`config.mk`:
```
export PLATFORM = sky130hd
export DESIGN_NAME = state_line_streamer
export DESIGN_NICKNAME = d
export VERILOG_FILES = /design/src/rtl/state_line_streamer_pkg.sv /design/src/rtl/line_skid_fifo.sv /design/src/rtl/state_line_streamer.sv
export SDC_FILE = /design/constraint.sdc
export NUM_CORES = 1
export LEC_CHECK = 0
export BUFFER_PORTS_ARGS = -buffer_cell sky130_fd_sc_hd__buf_2
export CAP_MARGIN = 40
export CORE_MARGIN = 1.5
export CORE_UTILIZATION = 55
export DETAILED_ROUTE_END_ITERATION = 12
export PLACE_DENSITY_LB_ADDON = 0.12
export SYNTH_ARGS = -nofsm -noshare
export SYNTH_HDL_FRONTEND = slang
export SYNTH_SLANG_ARGS = --single-unit
```
`constraint.sdc`:
```
create_clock -name clk -period 4.55 [get_ports clk]
set_input_delay 0.455 -clock clk [delete_from_list [all_inputs] [get_ports clk]]
set_output_delay 0.455 -clock clk [all_outputs]
set_load 0.01 [all_outputs]
```
`src/rtl/state_line_streamer_pkg.sv`:
```
// Shared definitions for the state-line streaming stage: geometry defaults
// used by the controller and memory, plus the streamer FSM encoding.
package state_line_streamer_pkg;

   localparam int DEF_LINE_W    = 25;
   localparam int DEF_NUM_LINES = 64;
   localparam int DEF_ADDR_W    = 6;

   localparam logic [1:0] ST_IDLE  = 2'd0;
   localparam logic [1:0] ST_FETCH = 2'd1;
   localparam logic [1:0] ST_DRAIN = 2'd2;
   localparam logic [1:0] ST_FIN   = 2'd3;

   typedef enum logic [1:0] {
      IDLE  = ST_IDLE,
      FETCH = ST_FETCH,
      DRAIN = ST_DRAIN,
      FIN   = ST_FIN
   } state_t;

endpackage

```
`src/rtl/line_skid_fifo.sv`:
```
// Two-entry first-word-fall-through FIFO; the head entry is always visible on dout.
// A push and a pop in the same cycle leave the occupancy unchanged.
module line_skid_fifo
   import state_line_streamer_pkg::*;
#(
   parameter int W = DEF_LINE_W
) (
   input  logic         clk,
   input  logic         rst,
   input  logic         push,
   input  logic [W-1:0] din,
   input  logic         pop,
   output logic [W-1:0] dout,
   output logic [1:0]   count,
   output logic         empty,
   output logic         full
);

   logic [W-1:0] slot [2];
   logic         rd_ptr;
   logic         wr_ptr;
   logic         do_push;
   logic         do_pop;

   assign empty   = (count == 2'd0);
   assign full    = (count == 2'd2);
   assign do_pop  = pop & ~empty;
   assign do_push = push & (~full | do_pop);
   assign dout    = slot[rd_ptr];

   always_ff @(posedge clk or negedge rst) begin
      if (!rst) begin
         slot[0] <= '0;
         slot[1] <= '0;
         rd_ptr  <= 1'b0;
         wr_ptr  <= 1'b0;
         count   <= 2'd0;
      end else begin
         if (do_push) begin
            slot[wr_ptr] <= din;
            wr_ptr       <= ~wr_ptr;
         end
         if (do_pop)
            rd_ptr <= ~rd_ptr;
         case ({do_push, do_pop})
            2'b10:   count <= count + 2'd1;
            2'b01:   count <= count - 2'd1;
            default: count <= count;
         endcase
      end
   end

endmodule

```
`src/rtl/state_line_streamer.sv`:
```
// Reads the state memory line by line after a permutation completes and streams
// each line out over valid/ready, using a 2-entry skid FIFO for read latency.
module state_line_streamer
   import state_line_streamer_pkg::*;
#(
   parameter int LINE_W    = DEF_LINE_W,
   parameter int NUM_LINES = DEF_NUM_LINES,
   parameter int ADDR_W    = DEF_ADDR_W
) (
   input  logic              clk,
   input  logic              rst,
   input  logic              start,
   output logic              mem_read,
   output logic [ADDR_W-1:0] mem_addr,
   input  logic [LINE_W-1:0] mem_data,
   output logic [LINE_W-1:0] out_data,
   output logic              out_valid,
   input  logic              out_ready,
   output logic              busy,
   output logic              done
);

   localparam logic [ADDR_W-1:0] LAST_ADDR = ADDR_W'(NUM_LINES - 1);

   state_t            state;
   state_t            state_nxt;
   logic [ADDR_W-1:0] addr;
   logic              inflight;
   logic [1:0]        fifo_count;
   logic              fifo_empty;
   logic              fifo_full;
   logic              pop;
   logic [2:0]        occupancy;
   logic              issue_ok;

   assign mem_addr  = addr;
   assign out_valid = ~fifo_empty;
   assign pop       = out_valid & out_ready;
   assign occupancy = {1'b0, fifo_count} + {2'b00, inflight};

   // A pop this cycle frees a slot, so a read may still issue at occupancy 2;
   // that keeps one line per cycle flowing when the sink never stalls.
   assign issue_ok  = (occupancy < 3'd2) | (pop & ~(fifo_full & inflight));

   line_skid_fifo #(.W(LINE_W)) u_fifo (
      .clk   (clk),
      .rst   (rst),
      .push  (inflight),
      .din   (mem_data),
      .pop   (pop),
      .dout  (out_data),
      .count (fifo_count),
      .empty (fifo_empty),
      .full  (fifo_full)
   );

   always_comb begin
      state_nxt = state;
      mem_read  = 1'b0;
      done      = 1'b0;
      busy      = (state != IDLE);
      case (state)
         IDLE: begin
            if (start)
               state_nxt = FETCH;
         end
         FETCH: begin
            mem_read = issue_ok;
            if (issue_ok && addr == LAST_ADDR)
               state_nxt = DRAIN;
         end
         DRAIN: begin
            if (!inflight && fifo_empty)
               state_nxt = FIN;
         end
         FIN: begin
            done      = 1'b1;
            state_nxt = IDLE;
         end
         default: state_nxt = IDLE;
      endcase
   end

   // The address parks on the last line once it has been read and only
   // returns to zero when a new frame is started.
   always_ff @(posedge clk or negedge rst) begin
      if (!rst) begin
         state    <= IDLE;
         addr     <= '0;
         inflight <= 1'b0;
      end else begin
         state    <= state_nxt;
         inflight <= mem_read;
         if (state == IDLE && start)
            addr <= '0;
         else if (mem_read && addr != LAST_ADDR)
            addr <= addr + 1'b1;
      end
   end

endmodule

```
# Yosys cells after proc, flatten, opt, wreduce, memory -nomap -nowiden

Cells that the tools add are included.

Output and inout port bits: 35
Latch bits: 0
Memories: 0
Register bits: 63
RAM bits: 0
Memory bits (read-only): 0

Equality and inequality tests: 11
Add/subtract/negate cells: 4
Reduce and logical (&&, ||, !) cells: 12
Multiplexer cells: 15
Bitwise gates (word level): 14
Div/mod/pow operators: 0
Shift operators: 0
$lt $le $gt $ge: 4
Multipliers: 0

Operators with widths:

| operator                                                                      | number |
|---|---|
| 25-bit two-way mux                                                            | 4 |
| 50-bit bitwise mux                                                            | 1 |
| 25-bit demux with 1-bit select                                                | 1 |
| 6-bit two-way mux                                                             | 2 |
| 2-bit == test (second input constant)                                         | 4 |
| 2-bit one-hot mux with 4 select lines                                         | 1 |
| 6-bit by 1-bit adder with 6-bit output (second input constant)                | 1 |
| 6-bit == test (second input constant)                                         | 1 |
| 2-bit two-way mux                                                             | 3 |
| 2-bit != test (second input constant)                                         | 3 |
| 6-bit != test (second input constant)                                         | 1 |
| 2-bit nonzero test                                                            | 3 |
| 1-bit bitwise AND                                                             | 5 |
| 1-bit logical AND                                                             | 5 |
| 1-bit inverter                                                                | 5 |
| 2-bit by 1-bit == test with 1-bit output (second input constant)              | 2 |
| 2-bit >= comparator (second input constant)                                   | 2 |
| 2-bit zero test                                                               | 2 |
| 1-bit inverter with 2-bit output                                              | 2 |
| 2-bit one-hot mux with 2 select lines                                         | 1 |
| 2-bit by 1-bit adder with 3-bit output                                        | 1 |
| 3-bit by 2-bit less-than comparator with 1-bit output (second input constant) | 1 |
| 3-bit AND reduction                                                           | 1 |
| 2-bit by 1-bit adder with 2-bit output (second input constant)                | 1 |
| 5 further kinds                                                               | 7 |

# Longest topological paths before layout

Gate-level depths: netlist of the first run.

Depth after elaboration: 9
Gate-level depth with buffers: 6

# Modules after synthesis

Synthesis of the first run repeated with hierarchy kept, for this count alone.

Cells, all modules: 219
Area total of the unflattened synthesis: 3042.9 sq um

Modules (own cells, without submodules):

| module              | area an instance (sq um) | cells each | sequential area each (sq um) | times used |
|---|---|---|---|---|
| line_skid_fifo      | 2376.0                   | 151        | 1351.3                       | 1 |
| state_line_streamer | 666.9                    | 68         | 225.2                        | 1 |

# Worst setup path before layout of the first run

Ideal clock, no wire load.

Path kind: flip-flop to output port
Start point: register u_fifo.rd_ptr
End point: output port out_data[0]
Slack: 2758 ps
Arrival time: 1337 ps
Path buffers: 2
Data required time: 4095 ps
Cell stages (with the launch flop): 4
Cell sequence: dfrtp_1 -> clkbuf_1 -> clkbuf_1 -> mux2_2

Word-level cells in the longest chain between the ends: 4

Ends and longest elaborated chain:

| item                                                   | line                      | text |
|---|---|---|
| start, declared                                        | line_skid_fifo.sv:20      | `logic rd_ptr;` |
| start signal, assigned                                 | line_skid_fifo.sv:44      | `rd_ptr <= ~rd_ptr;` |
| 1-bit inverter with 2-bit output (implied by the code) | line_skid_fifo.sv:29      | `assign dout = slot[rd_ptr];` |
| 25-bit two-way mux (implied by the code) (3 in a row)  | line_skid_fifo.sv:29      |  |
| end, declared                                          | state_line_streamer.sv:16 | `output logic [LINE_W-1:0] out_data,` |

No other way between the ends. The select of a mux whose other input is x is not followed.

# Final worst setup path of the first run

Start point: register u_fifo.rd_ptr
End point: output port out_data[14]

Same word-level chain as after synthesis.

==> impl_metrics.json, run 1 <==
{
  "clkTransAtPathRegs_ns": 0.06,
  "cts_tree": "built",
  "ys_seq_area_share_pct": 54.4,
  "area_delta_synth_final_pct": 20.5,
  "htreeDepth": 3,
  "grt_overflow": 0,
  "start_kind": "flip-flop",
  "ant_nets": 0,
  "hpwl_mm": 3.36,
  "vias": 1816,
  "cpPeakStageDelay_ns": 0.67,
  "grt_pass1_wl_mm": 8.21,
  "cts.sinks": 63,
  "crit_slowest_cell": "dfrtp_1",
  "port_buffers": 63,
  "die_h_um": 75.6,
  "antenna_cells": 0,
  "cp.required_ns": 4.09,
  "syn_nets": 240,
  "cp_max_fo": 17,
  "synthTopCellsByArea": "dfrtp_1 54%, mux2_2 29%, ha_1 2.6%, xnor2_1 1.5%, nor2_1 0.91%",
  "synth_top_area_share_pct": 54.4,
  "yosysMostFrequentCell": "mux2_2",
  "num_io_pins": 64,
  "synth_common_cells": "75 x mux2_2, 63 x dfrtp_1, 7 x nor2_1, 6 x ha_1",
  "synth-edff-count": 0,
  "drive_gt1_share_pct": 57.9,
  "core-area_um2": 5110,
  "gp_congestion": 0.734,
  "slew_headroom_pct": 49.0,
  "dr.pass1.iters": 4,
  "post-place-ws_ns": 2.54,
  "finalSetupViolations": 0,
  "route.detailed.drc": 0,
  "worst_pin_slew_ns": 0.766,
  "layout_min_cycle_time_ns": 2.18,
  "ys_types": 36,
  "postSynthCellCount": 205,
  "drt-total-wl_mm": 4.97,
  "clockRootBuffer": "clkbuf_8",
  "grt_usage_pct": 19.5,
  "fmax_ghz": 0.460,
  "fillers": 419,
  "grt_max_degree": 64,
  "crit_type": "flip-flop to output pin",
  "routed_via_density": 5.19,
  "power_density_nw_per_um2": 747,
  "hold_buffers": 0,
  "final_cell_area_um2": 3490,
  "clk_path_buf_depth": 2,
  "status": "finished, final reports clean",
  "p_leak_nw": 1.62,
  "final.setup.tns_ns": 0,
  "utilization_pct": 68.4,
  "crit_path_end_kind": "output pin",
  "nets": 311,
  "yosysTopAreaCell": "dfrtp_1",
  "grt_pass1_vias": 1814,
  "cts_resized": 0,
  "die_w_um": 75.6,
  "numCtsBuffers": 9,
  "r2r_slack_ns": 2.62,
  "crit_chain": "buf_16, mux2_2, buf_2",
  "placed_area_um2": 3340,
  "yosys_warnings": 0,
  "synthArstFlopShare_pct": 100,
  "ys_seq_elements": 63,
  "period_share_pct": 47.8,
  "rows": 26,
  "antenna_found_initial": 0,
  "crit_arrival_ns": 1.72,
  "post-cts-setup-buffers": 0,
  "start_util_pct": 56.8,
  "rsz0062_at_grt": "false",
  "insertion_delay_ns": 0.33,
  "maxSlewViolCount": 0,
  "fin_skew_ns": 0.00822,
  "ir_drop_mv": 0.427,
  "synthFlopType": "dfrtp_1",
  "maxCapViolations": 0,
  "setup_ws_ns": 2.37,
  "syn_area_um2": 2900,
  "die-area_um2": 5720,
  "syn_avg_cell_area_um2": 14.1,
  "wl_per_cell_um": 14.2,
  "drt-initial-drc-count": 58,
  "min_path_type": "input port to asynchronous set/reset pin",
  "hold_viol": 0
}
==> cells by family (layout without fill, tap and decap cells) <==
group / count (synthesis) / count (layout) / share of synthesized area [%]
AOI/OAI and AO/OA: 10 / 10 / 2.89
adders and majority gates: 6 / 6 / 2.59
and+or+nand+nor: 30 / 30 / 6.08
xor gates and xnor gates: 6 / 6 / 1.81
buffers and inverters: 12 / 87 / 1.90
DFF: 63 / 63 / 54.4
muxes: 78 / 78 / 30.4
==> per-stage QoR <==
step	total power [mW]	hold WS [ns]	instances
2_1_floorplan	1.85	0.159	205
3_3_place_gp	2.15	0.483	333
3_5_place_dp	2.23	0.488	335
4_1_cts	2.64	0.313	350
5_1_grt	2.81	0.363	350
6_report	2.61	0.284	350
==> flip-flops by register name, indices dropped and copies added (netlist names) <==
register,flops
state,2
u_fifo.wr_ptr,1
mem_addr,6
u_fifo.rd_ptr,1
u_fifo.slot,50
inflight,1
u_fifo.count,2
==> worst paths after layout <==
kind	from	to	cells past startpoint
setup reg to reg	u_fifo.count[0]	u_fifo.slot[8]	5
max in group asynchronous	rst	u_fifo.slot[2]	2
hold / removal	rst	u_fifo.slot[33]	2
hold reg to reg	u_fifo.slot[34]	u_fifo.slot[34]	1
min in group clk	mem_data[22]	u_fifo.slot[47]	2
setup / recovery	u_fifo.rd_ptr	out_data[14]	3
==> placed cells by master, fill, tap and decap left out, drive strengths merged, types with 5 or more instances in the layout <==
cell type  netlist  final
buf              4     67
clkbuf           3     14
dfrtp           63     63
ha               6      6
inv              5      5
mux2            77     77
nand2            5      5
nor2             8      8
xnor2            5      5
==> power by group <==
| group | leakage, nW | total (mW) | switching (mW) | internal, mW |
|---|---|---|---|---|
| combinational | 0.789 | 1.19 | 0.502 | 0.691 |
| clock | 0.0805 | 0.403 | 0.193 | 0.210 |
| sequential | 0.752 | 1.02 | 0.175 | 0.841 |
==> cell type report <==
type                            instances  area (µm²)  share of cell area, %
Sequential cell                        63        1580                   45.1
Tap cell                               70        87.6                   2.51
Inverter                                5        18.8                  0.537
Clock inverter                          1        5.00                  0.143
Timing Repair Buffer                   67         385                   11.0
Multi-Input combinational cell        130        1270                   36.3
Clock buffer                           14         153                   4.37
==> critical path: cells and delay by family (launching register included) <==
kind                   cells  cell delay [ns]
buffers and inverters      2             0.36
flip-flops                 1             0.67
multiplexers               1             0.35
==> layer usage <==
metal,vias to the layer above,GRT usage [%],share of wire [%]
met5,-,0,0
met2,45,31.5,47
met3,10,5.03,4.5
met4,0,9.52,1.5
li1,872,-,-
met1,889,24.5,47
No activity file was read; power rests on OpenSTA's default activity.
==> inputs of run 2 (changes only) <==
--- a/config.mk
+++ b/config.mk
@@ -5,10 +5,11 @@
 export SDC_FILE = /design/constraint.sdc
 export NUM_CORES = 1
 export LEC_CHECK = 0
+export ABC_AREA = 1
 export BUFFER_PORTS_ARGS = -buffer_cell sky130_fd_sc_hd__buf_2
 export CAP_MARGIN = 40
 export CORE_MARGIN = 1.5
-export CORE_UTILIZATION = 55
+export CORE_UTILIZATION = 49
 export DETAILED_ROUTE_END_ITERATION = 12
 export PLACE_DENSITY_LB_ADDON = 0.12
 export SYNTH_ARGS = -nofsm -noshare
==> constraint.sdc (replaced) <==
create_clock -name clk -period 2 [get_ports clk]
set_input_delay 0.2 -clock clk [delete_from_list [all_inputs] [get_ports clk]]
set_output_delay 0.2 -clock clk [all_outputs]
set_load 0.01 [all_outputs]
==> run 2 against run 1 <==
Synthesized area increased by 5.7%. Routed wire length rose by 22%. Clock skew decreased by 0.0016 ns. Worst hold slack got worse by 0.15 ns. Critical endpoint is now out_data[3]. Synthesized cell count increased by 82%. Design area is 3.5% higher. Register-to-register slack lost 2.3 ns. Die area grew 18%. Clock-buffer cell count unchanged. Critical path type unchanged.
==> impl_metrics.json, run 2 <==
{
  "synth-compound-area-share_pct": 11.9,
  "vias": 2441,
  "drt-total-wl_mm": 6.07,
  "hpwl_mm": 3.96,
  "grt_overflow": 0,
  "multi_input_area_um2": 1240,
  "synthMuxAreaShare_pct": 0,
  "ir_drop_mv": 0.865,
  "worst_pin_slew_ns": 0.456,
  "antenna_found_initial": 0,
  "synth_top_family_by_area": "simple AND/OR/NAND/NOR gates",
  "yosysMostFrequentCell": "nand2_1",
  "layout_min_cycle_time_ns": 1.78,
  "yosys.area_share.simple_pct": 24.5,
  "postSynthCellCount": 374,
  "synth_common_cells": "163 x nand2_1, 63 x dfrtp_1, 38 x inv_1, 26 x o21ai_0, 25 x o21ai_2",
  "final_cell_area_um2": 3620,
  "min_path_type": "input port to flip-flop",
  "synth_top_area_share_pct": 51.4,
  "yosys_warnings": 0,
  "ys_seq_elements": 63,
  "post-cts-setup-buffers": 0,
  "largest_register_ffs": 50,
  "final_common_cell": "nand2_1",
  "regArea_um2": 1580,
  "grt_usage_pct": 19.9,
  "clockRootBuffer": "clkbuf_8",
  "area_delta_synth_final_pct": 18.0,
  "status": "finished, final reports clean",
  "die-area_um2": 6740,
  "syn_avg_cell_area_um2": 8.19,
  "final_cell_mix": "163 x nand2_1, 63 x dfrtp_1, 63 x buf_2",
  "slew_headroom_pct": 69.6,
  "start_util_pct": 51.1,
  "fin_skew_ns": 0.00661,
  "cts_tree": "built",
  "wl_per_cell_um": 11.7,
  "synthArstFlopShare_pct": 100,
  "routed_via_density": 4.72,
  "crit_path_end_kind": "output pin",
  "total_power_mw": 5.59,
  "regMostFlops": "u_fifo.slot",
  "ys_types": 19,
  "antenna_cells": 0,
  "clkTransAtPathRegs_ns": 0.06,
  "crit_type": "flip-flop to output pin",
  "fmax_ghz": 0.560,
  "ys_seq_area_share_pct": 51.4,
  "final.setup.tns_ns": 0,
  "rsz0062_at_grt": "false",
  "synth-edff-count": 0,
  "nets": 473,
  "yosysTopAreaCell": "dfrtp_1",
  "die_h_um": 82.1,
  "clk_path_buf_depth": 2,
  "syn_nets": 409,
  "cp_max_fo": 16,
  "synthTopCellsByArea": "dfrtp_1 51%, nand2_1 20%, o21ai_2 7.1%, inv_1 4.7%, o21ai_0 4.2%",
  "hold_buffers": 1,
  "p_leak_nw": 2.08,
  "power_density_nw_per_um2": 1550,
  "post-place-ws_ns": 0.370,
  "synthFlopType": "dfrtp_1",
  "cp.required_ns": 1.80,
  "ant_nets": 0,
  "port_buffers": 63,
  "num_io_pins": 64,
  "finalSetupViolations": 0,
  "start_kind": "flip-flop",
  "period_share_pct": 89.2,
  "numCtsBuffers": 9,
  "fillers": 554,
  "placed_area_um2": 3450,
  "cts_resized": 0,
  "core-area_um2": 5990,
  "grt_pass1_wl_mm": 10.0,
  "hold_viol": 0,
  "die_w_um": 82.1,
  "route.detailed.drc": 0,
  "setup_ws_ns": 0.215,
  "synth-xor-area-share_pct": 1.43,
  "cts.sinks": 63,
  "maxSlewViolCount": 0,
  "maxCapViolations": 0,
  "htreeDepth": 3,
  "drt-initial-drc-count": 119,
  "synth_fa_ha_area_share_pct": 2.45,
  "dr.pass1.iters": 4,
  "drive_gt1_share_pct": 25.1,
  "gp_congestion": 0.750,
  "grt_pass1_vias": 2252,
  "grt_max_degree": 64,
  "rows": 28,
  "insertion_delay_ns": 0.33,
  "crit_arrival_ns": 1.58,
  "syn_area_um2": 3060
}
==> run 2: cell types whose count changed after synthesis, moves of 13 or more <==
cell,delta
nand2_1,+158
mux2_2,-75
inv_1,+33
o21ai_2,+25
o21ai_0,+24
nand3_1,+13
==> run 2: per-stage QoR <==
stage	hold WS, ns	std cells	utilization, %
floorplan	-0.0956	374	-
finish	0.131	517	60.4
global placement	0.243	501	57.6
CTS	0.117	517	60.4
global route	0.114	517	60.4
detailed placement	0.240	501	57.6
==> run 2: power by group <==
| group | total [mW] | internal, mW | switching, mW | leakage, nW |
|---|---|---|---|---|
| Combinational | 2.49 | 0.984 | 1.50 | 1.20 |
| Clock | 0.920 | 0.477 | 0.443 | 0.0805 |
| Sequential | 2.18 | 1.84 | 0.348 | 0.795 |
| Total | 5.59 | 3.30 | 2.29 | 2.08 |
==> run 2: final cells by class <==
| cell class | instances | share of cell area, % |
|---|---|---|
| flip-flops and latches | 63 | 43.6 |
| multi-input cells | 255 | 34.2 |
| repair buffers | 69 | 11.1 |
| clock buffers | 14 | 4.22 |
| inverters | 40 | 4.15 |
| well taps | 75 | 2.60 |
| clock inverters | 1 | 0.138 |
==> run 2: critical path: stages (launching register included) <==
cell and delay, ns:
dfrtp_1 0.36, clkinv_1 0.29, buf_4 0.33, nand2_1 0.08, nand2_1 0.06, buf_2 0.14
==> run 2: final timing paths <==
kind,to,slack (ns),cells after the start,start
max,out_data[3],0.22,5,u_fifo.rd_ptr
min,u_fifo.slot[36],0.13,3,mem_data[11]
max reg2reg,mem_addr[4],0.36,8,mem_addr[0]
min reg2reg,u_fifo.slot[27],0.48,2,u_fifo.slot[27]
max in group asynchronous,u_fifo.slot[11],1.32,3,rst
min in group asynchronous,u_fifo.slot[16],0.42,3,rst
==> run 2: kinds of logic (layout without fill, tap and decap cells) <==
group	Yosys count	count (layout)
xor gates and xnor gates	5	5
adders and majority gates	6	6
DFF	63	63
and+or+nand+nor	190	190
AOI/OAI and AO/OA	54	54
buffers and inverters	56	124
==> run 2: metal layers <==
metal,track usage (%),wire length (µm),vias to the layer above
li1,-,-,1280
met1,25.8,3010,1099
met2,32.0,2740,52
met3,4.11,215,10
met4,8.81,100,0
met5,0,0,-
